File: src/rtl/muldiv_controller_if.sv
`default_nettype none
// ============================================================================
// muldiv_controller_if : execute-stage request/response bundle for the muldiv unit
// Revision: 1.0
// ============================================================================
interface muldiv_controller_if #(
    parameter int DATA_WIDTH = 32
);
    logic                  StartE;
    logic [1:0]            MulDivOpE;
    logic [DATA_WIDTH-1:0] SrcAE;
    logic [DATA_WIDTH-1:0] SrcBE;
    logic [4:0]            RdE;
    logic                  FlushE;
    logic                  StallE;
    logic                  DoneE;
    logic [DATA_WIDTH-1:0] ResultE;
    logic [4:0]            BusyRd;

    modport master (
        output StartE, MulDivOpE, SrcAE, SrcBE, RdE, FlushE,
        input  StallE, DoneE, ResultE, BusyRd
    );

    modport slave (
        input  StartE, MulDivOpE, SrcAE, SrcBE, RdE, FlushE,
        output StallE, DoneE, ResultE, BusyRd
    );
endinterface
`default_nettype wire

File: src/rtl/muldiv_controller.sv
`default_nettype none
// ============================================================================
// muldiv_controller : iterative unsigned MUL/MULHU/DIVU/REMU, one bit per cycle
// Revision: 1.0
// ============================================================================
module muldiv_controller #(
    parameter int DATA_WIDTH = 32
) (
    input  wire logic         clk,
    input  wire logic         rst_n,
    muldiv_controller_if.slave bus
);
    localparam int CW = $clog2(DATA_WIDTH + 1);

    localparam logic [1:0] IDLE = 2'd0;
    localparam logic [1:0] RUN  = 2'd1;
    localparam logic [1:0] DONE = 2'd2;

    localparam logic [1:0] OP_MUL   = 2'd0;
    localparam logic [1:0] OP_MULHU = 2'd1;
    localparam logic [1:0] OP_DIVU  = 2'd2;
    localparam logic [1:0] OP_REMU  = 2'd3;

    logic [1:0]              state;
    logic [CW-1:0]           count;
    // Multiply: full product. Divide: low half holds dividend shifting into quotient.
    logic [2*DATA_WIDTH-1:0] acc;
    logic [DATA_WIDTH:0]     rem;
    logic [DATA_WIDTH-1:0]   opa;
    logic [DATA_WIDTH-1:0]   opb;
    logic [1:0]              op;
    logic [4:0]              rd;

    logic                    accept;
    logic [DATA_WIDTH:0]     mul_sum;
    logic [DATA_WIDTH:0]     div_shift;
    logic [DATA_WIDTH:0]     div_diff;
    logic [DATA_WIDTH-1:0]   result;

    assign accept    = (state == IDLE) && bus.StartE && !bus.FlushE;
    assign mul_sum   = {1'b0, acc[2*DATA_WIDTH-1:DATA_WIDTH]} + {1'b0, (acc[0] ? opa : '0)};
    assign div_shift = {rem[DATA_WIDTH-1:0], acc[DATA_WIDTH-1]};
    assign div_diff  = div_shift - {1'b0, opb};

    always_ff @(posedge clk) begin
        if (!rst_n) begin
            state <= IDLE;
            count <= '0;
            acc   <= '0;
            rem   <= '0;
            opa   <= '0;
            opb   <= '0;
            op    <= OP_MUL;
            rd    <= '0;
        end else begin
            case (state)
                IDLE: begin
                    if (accept) begin
                        opa   <= bus.SrcAE;
                        opb   <= bus.SrcBE;
                        op    <= bus.MulDivOpE;
                        rd    <= bus.RdE;
                        count <= CW'(DATA_WIDTH);
                        rem   <= '0;
                        state <= RUN;
                        if (!bus.MulDivOpE[1]) begin
                            acc <= {{DATA_WIDTH{1'b0}}, bus.SrcBE};
                        end else if (bus.SrcBE == '0) begin
                            // Divide by zero resolves immediately: quotient all ones, remainder = dividend.
                            acc   <= {{DATA_WIDTH{1'b0}}, {DATA_WIDTH{1'b1}}};
                            rem   <= {1'b0, bus.SrcAE};
                            state <= DONE;
                        end else begin
                            acc <= {{DATA_WIDTH{1'b0}}, bus.SrcAE};
                        end
                    end
                end
                RUN: begin
                    if (bus.FlushE) begin
                        state <= IDLE;
                    end else begin
                        count <= count - CW'(1);
                        if (op[1]) begin
                            // Restoring step: keep the trial subtraction only if it did not borrow.
                            if (div_diff[DATA_WIDTH]) begin
                                rem                <= div_shift;
                                acc[DATA_WIDTH-1:0] <= {acc[DATA_WIDTH-2:0], 1'b0};
                            end else begin
                                rem                <= div_diff;
                                acc[DATA_WIDTH-1:0] <= {acc[DATA_WIDTH-2:0], 1'b1};
                            end
                        end else begin
                            acc <= {mul_sum, acc[DATA_WIDTH-1:1]};
                        end
                        if (count == CW'(1)) begin
                            state <= DONE;
                        end
                    end
                end
                DONE:    state <= IDLE;
                default: state <= IDLE;
            endcase
        end
    end

    always_comb begin
        result = '0;
        case (op)
            OP_MUL:   result = acc[DATA_WIDTH-1:0];
            OP_MULHU: result = acc[2*DATA_WIDTH-1:DATA_WIDTH];
            OP_DIVU:  result = acc[DATA_WIDTH-1:0];
            OP_REMU:  result = rem[DATA_WIDTH-1:0];
            default:  result = '0;
        endcase
    end

    assign bus.StallE  = accept || (state == RUN);
    assign bus.DoneE   = (state == DONE) && !bus.FlushE;
    assign bus.ResultE = (state == DONE) ? result : '0;
    assign bus.BusyRd  = ((state == RUN) || (state == DONE)) ? rd : 5'd0;
endmodule
`default_nettype wire

File: src/flat_wrapper.sv
// flat-port wrapper written by rule: the top's interface ports become plain ports
module muldiv_controller_flat 
#(
    parameter int DATA_WIDTH = 32
)
  (clk, rst_n, bus_StartE, bus_MulDivOpE, bus_SrcAE, bus_SrcBE, bus_RdE, bus_FlushE, bus_StallE, bus_DoneE, bus_ResultE, bus_BusyRd);
  muldiv_controller_if #(.DATA_WIDTH(DATA_WIDTH)) bus_i ();
  input  wire logic clk;
  input  wire logic rst_n;
  input wire logic [$bits(bus_i.StartE)-1:0] bus_StartE;
  input wire logic [$bits(bus_i.MulDivOpE)-1:0] bus_MulDivOpE;
  input wire logic [$bits(bus_i.SrcAE)-1:0] bus_SrcAE;
  input wire logic [$bits(bus_i.SrcBE)-1:0] bus_SrcBE;
  input wire logic [$bits(bus_i.RdE)-1:0] bus_RdE;
  input wire logic [$bits(bus_i.FlushE)-1:0] bus_FlushE;
  output wire logic [$bits(bus_i.StallE)-1:0] bus_StallE;
  output wire logic [$bits(bus_i.DoneE)-1:0] bus_DoneE;
  output wire logic [$bits(bus_i.ResultE)-1:0] bus_ResultE;
  output wire logic [$bits(bus_i.BusyRd)-1:0] bus_BusyRd;
  assign bus_i.StartE = bus_StartE;
  assign bus_i.MulDivOpE = bus_MulDivOpE;
  assign bus_i.SrcAE = bus_SrcAE;
  assign bus_i.SrcBE = bus_SrcBE;
  assign bus_i.RdE = bus_RdE;
  assign bus_i.FlushE = bus_FlushE;
  assign bus_StallE = bus_i.StallE;
  assign bus_DoneE = bus_i.DoneE;
  assign bus_ResultE = bus_i.ResultE;
  assign bus_BusyRd = bus_i.BusyRd;
  muldiv_controller #(.DATA_WIDTH(DATA_WIDTH)) u_core (.clk(clk), .rst_n(rst_n), .bus(bus_i));
endmodule
File: config.mk
export PLATFORM = sky130hd
export DESIGN_NAME = muldiv_controller_flat
export DESIGN_NICKNAME = d
export VERILOG_FILES = /design/src/rtl/muldiv_controller_if.sv /design/src/rtl/muldiv_controller.sv /design/src/flat_wrapper.sv
export SDC_FILE = /design/constraint.sdc
export NUM_CORES = 1
export LEC_CHECK = 0
export BUFFER_PORTS_ARGS = -buffer_cell sky130_fd_sc_hd__buf_2
export CAP_MARGIN = 20
export CELL_PAD_IN_SITES_DETAIL_PLACEMENT = 1
export CELL_PAD_IN_SITES_GLOBAL_PLACEMENT = 1
export CORE_MARGIN = 2
export CORE_UTILIZATION = 45
export DETAILED_ROUTE_END_ITERATION = 8
export PLACE_DENSITY_LB_ADDON = 0.15
export SKIP_LAST_GASP = 1
export SYNTH_ARGS = -nofsm -noshare
export SYNTH_HDL_FRONTEND = slang
export SYNTH_SLANG_ARGS = --single-unit
export TNS_END_PERCENT = 1
File: constraint.sdc
create_clock -name clk -period 3.95 [get_ports clk]
set_input_delay 0.395 -clock clk [delete_from_list [all_inputs] [get_ports clk]]
set_output_delay 0.395 -clock clk [all_outputs]
set_load 0.01 [all_outputs]
# ---- Word-level counts from Yosys, hierarchy flattened
# Cells that the tools add are included.
dict set report op_classes {
  n_reduce_logical 16
  addsub 3
  muxes 28
  n_eq_ne 11
}
# cell count
set op_table {}
lappend op_table {{$mux W32} 11}
lappend op_table {{$mux W64} 3}
lappend op_table {{$pmux W64 S2} 1}
lappend op_table {{$pmux W32 S3} 1}
lappend op_table {{$pmux W32 S2} 1}
lappend op_table {{$add A32 B32 Y33} 1}
lappend op_table {{$sub A33 B32 Y33} 1}
lappend op_table {{$logic_not A32 Y1} 1}
lappend op_table {{$mux W6} 2}
lappend op_table {{$pmux W6 S2} 1}
lappend op_table {{$mux W2} 5}
lappend op_table {{$reduce_and A4 Y1} 2}
lappend op_table {{$eq A2 B2 Y1 const B} 3}
lappend op_table {{$eq A6 B1 Y1 const B} 1}
lappend op_table {{$sub A6 B1 Y6 const B} 1}
lappend op_table {{$mux W5} 1}
lappend op_table {{$eq A2 B1 Y1 const B} 2}
lappend op_table {{$logic_not A2 Y1} 2}
lappend op_table {{$ne A2 B1 Y1 const B} 2}
lappend op_table {{$ne A2 B2 Y1 const B} 2}
lappend op_table {{$pmux W2 S2} 1}
lappend op_table {{$reduce_and A2 Y1} 2}
lappend op_table {{$logic_and A1 B1 Y1} 3}
lappend op_table {{$ne A3 B2 Y1 const B} 1}
lappend op_table {{6 further kinds} 7}
dict set report word_totals {
  out_inout_bits 39
  in_bits 75
  wordCells 67
  regBits 175
}

# ---- Logic depth before layout (Yosys ltp)
# Gate-level depths: netlist (run 1).
dict set report logic_depth {
  depth_word 5
  ltp_mapped 14
}

# ---- Least setup slack after synthesis (run 1)
# OpenSTA, ideal clock, no wires.
dict set report synth_path {
  path_type {register to register}
  startpoint {register u_core.acc[0]}
  endpoint {register u_core.acc[60]}
  setup_slack_ps 1085
  stages_incl_launch_ff 13
  t_arrival_ps 2737
  required_time_ps 3822
  setup_ps 128
  cell_sequence {dfxtp_1 clkbuf_1 and2_1 ha_1 a21o_1 a21o_1 a21oi_1 nand2_1 a311oi_1 o31ai_1 a221oi_1 xor2_1 o21ai_0}
}
dict set report synth_between {
  elab_chain_len 5
}
# item line_no
set synth_rtl {}
lappend synth_rtl {{start, declared} muldiv_controller.sv:27} ;# logic [2*DATA_WIDTH-1:0] acc;
lappend synth_rtl {{start signal, assigned} muldiv_controller.sv:67} ;# acc <= {{DATA_WIDTH{1'b0}}, bus.SrcBE};
lappend synth_rtl {{start signal, assigned} muldiv_controller.sv:70} ;# acc <= {{DATA_WIDTH{1'b0}}, {DATA_WIDTH{1'b1}}};
lappend synth_rtl {{start signal, assigned} muldiv_controller.sv:74} ;# acc <= {{DATA_WIDTH{1'b0}}, bus.SrcAE};
lappend synth_rtl {{$mux W32} muldiv_controller.sv:41} ;# assign mul_sum = {1'b0, acc[2*DATA_WIDTH-1:DATA_WIDTH]} + {1'b0, (acc[0] ? opa : '0)};
lappend synth_rtl {{$add A32 B32 Y33} muldiv_controller.sv:41}
lappend synth_rtl {{$mux W32} muldiv_controller.sv:83} ;# if (op[1]) begin
lappend synth_rtl {{$mux W64} muldiv_controller.sv:79} ;# if (bus.FlushE) begin
lappend synth_rtl {{$pmux W64 S2} muldiv_controller.sv:56} ;# case (state)
# Every way passes these cells. The select of a mux whose other input is x is not followed.
# A chain may end at the register's enable or synchronous reset.

# ---- Worst setup path after layout (run 1)
dict set report layout_path {
  startpoint {register u_core.acc[0]}
  endpoint {register u_core.acc[61]}
}
# The elaborated chain is that of the path after synthesis.

==> flow_summary.yaml, run 1 <==
sta:
  worst_pin_slew_ns: 0.890
  rsz0062_at_grt: "no"
  fmax_mhz: 276
  period_share_pct: 91.6
  skew_ns: 0.0126
  final_hold_viol_count: 0
  slew_violations: 0
  relSlewSlack_pct: 40.7
  fin_crit_ns: 3.62
  tns_ns: 0
  holdWs_ns: 0.182
  finalSetupViolCount: 0
place:
  gp_congestion: 0.911
  place_hpwl_mm: 34.3
  placed_area_um2: 13200
  place.port_buffers: 113
  dp.cells: 1992
clock_network:
  htree_levels: 4
  cts_resized: 0
  clk_latency_ns: 0.45
  ctsRootBufferMaster: "clkbuf_16"
  cts_setup_buffers: 0
  tritoncts: "done"
  hold_buffers: 0
  cts.clk_slew.worst_paths_ns: 0.08
  clockBufferDepth: 2
  cts.sinks: 175
  cts_made_buffers: 17
floorplanning:
  num_rows: 60
  die_h_um: 170
  start_util_pct: 45.8
  core_um2: 27000
  dieArea_um2: 28800
  io_pins: 114
  die_w_um: 170
synth:
  yosys_warnings: 0
  synthesis.nets: 1770
  netlist_top_cells_area: "dfxtp_1 (28%), nand2_1 (9.1%), mux2i_1 (8.6%)"
  syn_area_um2: 12300
  synth_top_area_share_pct: 28.4
  synth.most_common_cell: "nand2_1"
  yosysSeqAreaShare_pct: 28.4
  synth-async-reset-ratio_pct: 0
  synth_flop_cell: "dfxtp_1"
  avgSynthCellArea_um2: 7.60
  ys_seq_elements: 175
  post-synth-top-area-cell: "dfxtp_1"
  synth_edf_count: 0
  synth_cell_types: 67
  synth_common_cells: "nand2_1 (298), a21oi_1 (202), dfxtp_1 (175)"
  synthCells: 1624
critical_path:
  worst_ep_required_time_ns: 4.28
  reg2reg_from: "u_core.acc[0]$_SDFFE_PN0P_"
  r2r-end: "u_core.acc[61]$_SDFFE_PN0P_"
  critical_path_class: "flop to flop"
  worstPathMaxFanout: 23
  crit_path_end_kind: "flop"
  crit_path_start_kind: "flop"
  regToRegSetupSlack_ns: 0.33
  worst_ep_arrival_time_ns: 3.95
  ff2ff_path_depth: 13
hold_path:
  min_from: "bus_RdE[3]"
  min_path_cells: 3
  min_path_type: "primary input to flop"
  holdPathEnd: "u_core.rd[3]$_SDFFE_PN0P_"
route:
  vias_per_cell: 6.25
  wl_per_cell_um: 23.0
  drc_errors: 0
  dr.pass1.iters: 5
  ant_nets: 0
  wl_mm: 46.6
  num_vias: 12700
  drt_iter0_drc: 813
power_and_ir_drop:
  pwr_density_cell_nw_per_um2: 432
  p_leak_nw: 5.89
  ir_drop_mv: 0.257
finish:
  nNetsFinal: 1817
  final_layout_size_suffix_gt1_share_pct: 12.2
  synthToLayoutAreaGrowth_pct: 11.5
  fin_cells: 2026
  fin_area_um2: 13800
grt:
  gr-total-overflow: 0
  first_global_vias: 12600
  grt_pass1_wl_mm: 71.3
  grt_antenna_before_repair: 1
  grt_max_degree: 72
  grt_usage_pct: 32.1
flow_run:
  maxCapViolCount: 0
outcome:
  status: "finished clean"
how the worst max path moves through the flow:
stage          depth (start not counted)  slack, ns                     endpoint                        from
3_3_place_gp                          13       0.44  u_core.acc[58]$_SDFFE_PN0P_  u_core.acc[0]$_SDFFE_PN0P_
6_report                              13       0.33  u_core.acc[61]$_SDFFE_PN0P_  u_core.acc[0]$_SDFFE_PN0P_
3_5_place_dp                          13       0.34  u_core.acc[58]$_SDFFE_PN0P_  u_core.acc[0]$_SDFFE_PN0P_
2_1_floorplan                         12       1.09  u_core.acc[60]$_SDFFE_PN0P_  u_core.acc[0]$_SDFFE_PN0P_
5_1_grt                               13       0.11  u_core.acc[61]$_SDFFE_PN0P_  u_core.acc[0]$_SDFFE_PN0P_
4_1_cts                               13       0.23  u_core.acc[58]$_SDFFE_PN0P_  u_core.acc[0]$_SDFFE_PN0P_
flip-flops by register name, indices dropped and copies added (netlist names):
name / cells
u_core.state: 2
u_core.opa: 32
u_core.op: 2
u_core.rd: 5
u_core.opb: 32
u_core.acc: 64
u_core.rem: 32
u_core.count: 6
cells by family (layout without fill, tap and decap cells):
kind of cell / after synthesis / in the layout / share of synthesized area (%)
compound gates: 497 / 497 / 26.1
xor+xnor: 56 / 56 / 3.97
fa+ha+maj: 71 / 71 / 7.32
buf+inv: 166 / 226 / 5.27
flops: 175 / 175 / 28.4
mux: 109 / 109 / 8.87
other cells: 0 / 1 / 0
simple gates: 550 / 550 / 20.1
critical path, cell delays in order, from the launching register on:
cell,delay [ns]
dfxtp_1,0.77
and2_1,0.22
ha_1,0.17
inv_1,0.07
fa_1,0.41
nand2b_1,0.20
a21oi_1,0.25
nor3_1,0.08
o21ai_0,0.39
a21oi_1,0.24
o211a_1,0.31
a21oi_1,0.18
xnor2_1,0.13
o21ai_0,0.08
cell usage in the layout (no fill, tap or decap), types with 12 or more instances in the layout:
master     Yosys  routed
inv_1         53      52
buf_2          5     113
o211a_1       35      35
a31oi_1       28      28
nand2_1      298     298
nor3_1        15      15
nor2_1        87      85
nand3_1       23      23
nand2b_1      14      14
ha_1          69      68
nand4_1       12      12
clkbuf_16      0      17
a21oi_1      202     201
o211ai_1      18      18
and2_1        41      41
a221oi_1      37      37
mux2i_1      106     106
a21o_1        42      42
xnor2_1       28      28
o21ai_0       66      66
dfxtp_1      175     173
nor4_1        15      14
xor2_1        28      28
buf_4          1      25
area by class of cell:
type                            count  area, um^2
Inverter                           53         201
Fill cell                        3416       13200
Multi-Input combinational cell   1283        8240
Clock inverter                     10         101
Antenna cell                        1        2.50
Clock buffer                       22         484
Sequential cell                   175        3510
Timing Repair Buffer              141         813
Tap cell                          341         427
layer usage:
layer | GRT usage (%) | vias up | part of all wire (%) | routed length [um]
met3 | 5.36 | 102 | 5.7 | 2660
met5 | 0 | - | 0 | 0
li1 | - | 5904 | - | -
met2 | 55.3 | 442 | 48 | 22400
met1 | 39.7 | 6219 | 42 | 19600
met4 | 13.4 | 0 | 4.0 | 1870
where the power goes:
| group | switching [W] | leakage [nW] | total, W | internal (W) |
|---|---|---|---|---|
| clock | 0.000811 | 0.282 | 0.00176 | 0.000946 |
| combinational | 0.00136 | 4.19 | 0.00215 | 0.000792 |
| sequential | 0.000150 | 1.43 | 0.00203 | 0.00189 |
| total | 0.00232 | 5.89 | 0.00594 | 0.00362 |
metrics by stage:
step	power [W]	setup slack [ns]	utilization, %
finish	0.00594	0.331	51.1
global route	0.00622	0.108	51.1
CTS	0.00593	0.233	51.0
detailed placement	0.00417	0.338	48.8
global placement	0.00413	0.439	48.8
floorplan	0.00350	1.09	-
(Power assumes the default switching activity.)
==> run 2: changes to the inputs <==
--- a/config.mk
+++ b/config.mk
@@ -11,6 +11,7 @@
 export CELL_PAD_IN_SITES_GLOBAL_PLACEMENT = 1
 export CORE_MARGIN = 2
 export CORE_UTILIZATION = 45
+export CTS_CLUSTER_DIAMETER = 120
 export DETAILED_ROUTE_END_ITERATION = 8
 export PLACE_DENSITY_LB_ADDON = 0.15
 export SKIP_LAST_GASP = 1
==> constraint.sdc (replaced) <==
create_clock -name clk -period 3.85 [get_ports clk]
set_input_delay 0.385 -clock clk [delete_from_list [all_inputs] [get_ports clk]]
set_output_delay 0.385 -clock clk [all_outputs]
set_load 0.01 [all_outputs]
==> run 2 against run 1 <==
Effect of this change:
- critical path depth down 2
- total power increased by 3.2%
- first-iteration DRC count grew 20%
- design area grew 0.15%
- wire length rose by 0.82%
- clock power rose by 4%
- worst setup slack lost 0.020 ns
- worst hold slack worse by 0.013 ns
- critical path type unchanged
- largest power group unchanged
==> flow_summary.yaml, run 2 (synthesis results as in run 1) <==
outcome:
  status: "finished clean"
clock_network:
  ctsRootBufferMaster: "clkbuf_16"
  cts.sinks: 175
  tritoncts: "done"
  cts_setup_buffers: 0
  cts.clk_slew.worst_paths_ns: 0.07
  htree_levels: 4
  cts_made_buffers: 17
  clockBufferDepth: 2
  clk_latency_ns: 0.45
  hold_buffers: 0
  cts_resized: 0
critical_path:
  crit_path_end_kind: "flop"
  slowest_delay_ns: 0.79
  ff2ff_path_depth: 11
  critical_path_class: "flop to flop"
  path_cells: "and2_1 > ha_1 > nand2_1 > nor3_1 > o2111ai_1 > nand2_1 > a311oi_1 > o31ai_1 > a21oi_1 > or4_1 > nand3_1"
  cpMostUsedCell: "nand2_1"
  worstPathMaxFanout: 16
  worst_ep_arrival_time_ns: 3.92
  cp_top_family: "compound AO/OA/AOI/OAI gates"
  crit_slowest_cell: "o31ai_1"
  worst_ep_required_time_ns: 4.24
  crit_path_start_kind: "flop"
  cp_num_buf_inv: 0
  crit_cells: 11
finish:
  nFillCells: 3385
  regMostFlops: "u_core.acc"
  final_common_cell: "nand2_1"
  layout_common_cells: "nand2_1 (298), a21oi_1 (201), dfxtp_1 (173), buf_2 (113), mux2i_1 (106)"
  nNetsFinal: 1824
  antenna_cells: 0
  largest_reg_flops: 64
  multiInputGateArea_um2: 8230
  synthToLayoutAreaGrowth_pct: 11.7
  final_layout_size_suffix_gt1_share_pct: 12.3
  area.sequential_um2: 3510
power_and_ir_drop:
  pwr_density_cell_nw_per_um2: 445
  pwr-share-clk_pct: 29.8
  switching_share_pct: 38.4
  power_frac_seq_pct: 34.2
  internal_power_w: 0.00378
  p_leak_nw: 5.92
  combPwrFrac_pct: 36.1
  ir_drop_mv: 0.271
  p_switching_w: 0.00236
sta:
  period_share_pct: 91.9
  holdWs_ns: 0.169
  tns_ns: 0
  skew_ns: 0.0110
  worst_slack_ns: 0.311
  finalSetupViolCount: 0
  rsz0062_at_grt: "no"
  final_hold_viol_count: 0
  worst_pin_slew_ns: 0.981
  fin_crit_ns: 3.54
  fmax_mhz: 283
  slew_violations: 0
  relSlewSlack_pct: 34.5
grt:
  grt_pass1_wl_mm: 72.5
  grt_max_degree: 71
  first_global_vias: 12800
  grt_antenna_before_repair: 0
  gr-total-overflow: 0
  grt_usage_pct: 32.5
place:
  gp_congestion: 0.975
  dpl_worst_slack_ns: 0.374
  place.port_buffers: 113
  place_hpwl_mm: 34.6
route:
  wl_per_cell_um: 23.1
  drc_errors: 0
  vias_per_cell: 6.27
  drt_iter0_drc: 973
  dr.pass1.iters: 6
  num_vias: 12700
  wl_mm: 47.0
  ant_nets: 0
flow_run:
  maxCapViolCount: 0
floorplanning:
  num_rows: 60
  core_um2: 27000
  io_pins: 114
  die_h_um: 170
  dieArea_um2: 28800
  die_w_um: 170
  start_util_pct: 45.8
hold_path:
  min_path_type: "primary input to flop"
  min_path_cells: 3
-- run 2: changes by cell type in the layout (fill, tap and decap cells not counted), moves of 2 or more --
cell,change
buf_4,+9
clkbuf_8,-3
buf_12,-2
bufinv_16,+2
clkbuf_1,+2
clkinvlp_4,-2
-- run 2: worst min-delay path, stage by stage --
cell     delay (ns)
buf_2          0.09
nand2_1        0.04
a21oi_1        0.05
-- run 2: power by group through the flow --
stage	logic (W)	registers, W	clock network (W)
2_1_floorplan	0.00154	0.00205	0
3_3_place_gp	0.00211	0.00212	0
3_5_place_dp	0.00215	0.00213	0
4_1_cts	0.00217	0.00209	0.00185
5_1_grt	0.00238	0.00211	0.00192
6_report	0.00221	0.00210	0.00183
-- run 2: final cells by class --
cell class | instances | share of cell area [%]
inverter | 53 | 1.46
multi-input combinational | 1283 | 59.7
sequential | 175 | 25.4
clock buffer | 21 | 3.27
tap | 341 | 3.09
clock inverter | 9 | 0.980
timing repair buffer | 148 | 6.10
-- run 2: final timing paths --
path | start | end | slack (ns)
max | u_core.acc[0]$_SDFFE_PN0P_ | u_core.acc[58]$_SDFFE_PN0P_ | 0.31
min | bus_RdE[0] | u_core.rd[0]$_SDFFE_PN0P_ | 0.17
min reg2reg | u_core.opa[13]$_SDFFE_PN0P_ | u_core.opa[13]$_SDFFE_PN0P_ | 0.45
max reg2reg | u_core.acc[0]$_SDFFE_PN0P_ | u_core.acc[58]$_SDFFE_PN0P_ | 0.31
-- run 2: through the flow --
| step | std cells | util, % | instance area, um^2 | power [W] |
|---|---|---|---|---|
| after floorplan | 1624 | - | 12300 | 0.00359 |
| after global placement | 2000 | 49.0 | 13200 | 0.00423 |
| after detailed placement | 2000 | 49.0 | 13200 | 0.00428 |
| after CTS | 2030 | 51.2 | 13800 | 0.00612 |
| after global routing | 2030 | 51.2 | 13800 | 0.00641 |
| final | 2030 | 51.2 | 13800 | 0.00614 |
-- run 2: per-layer routing --
layer | GRT usage, % | part of all wire (%)
met1 | 41.1 | 43
met2 | 55.2 | 48
met3 | 4.64 | 5.2
met4 | 13.8 | 4.4
met5 | 0 | 0
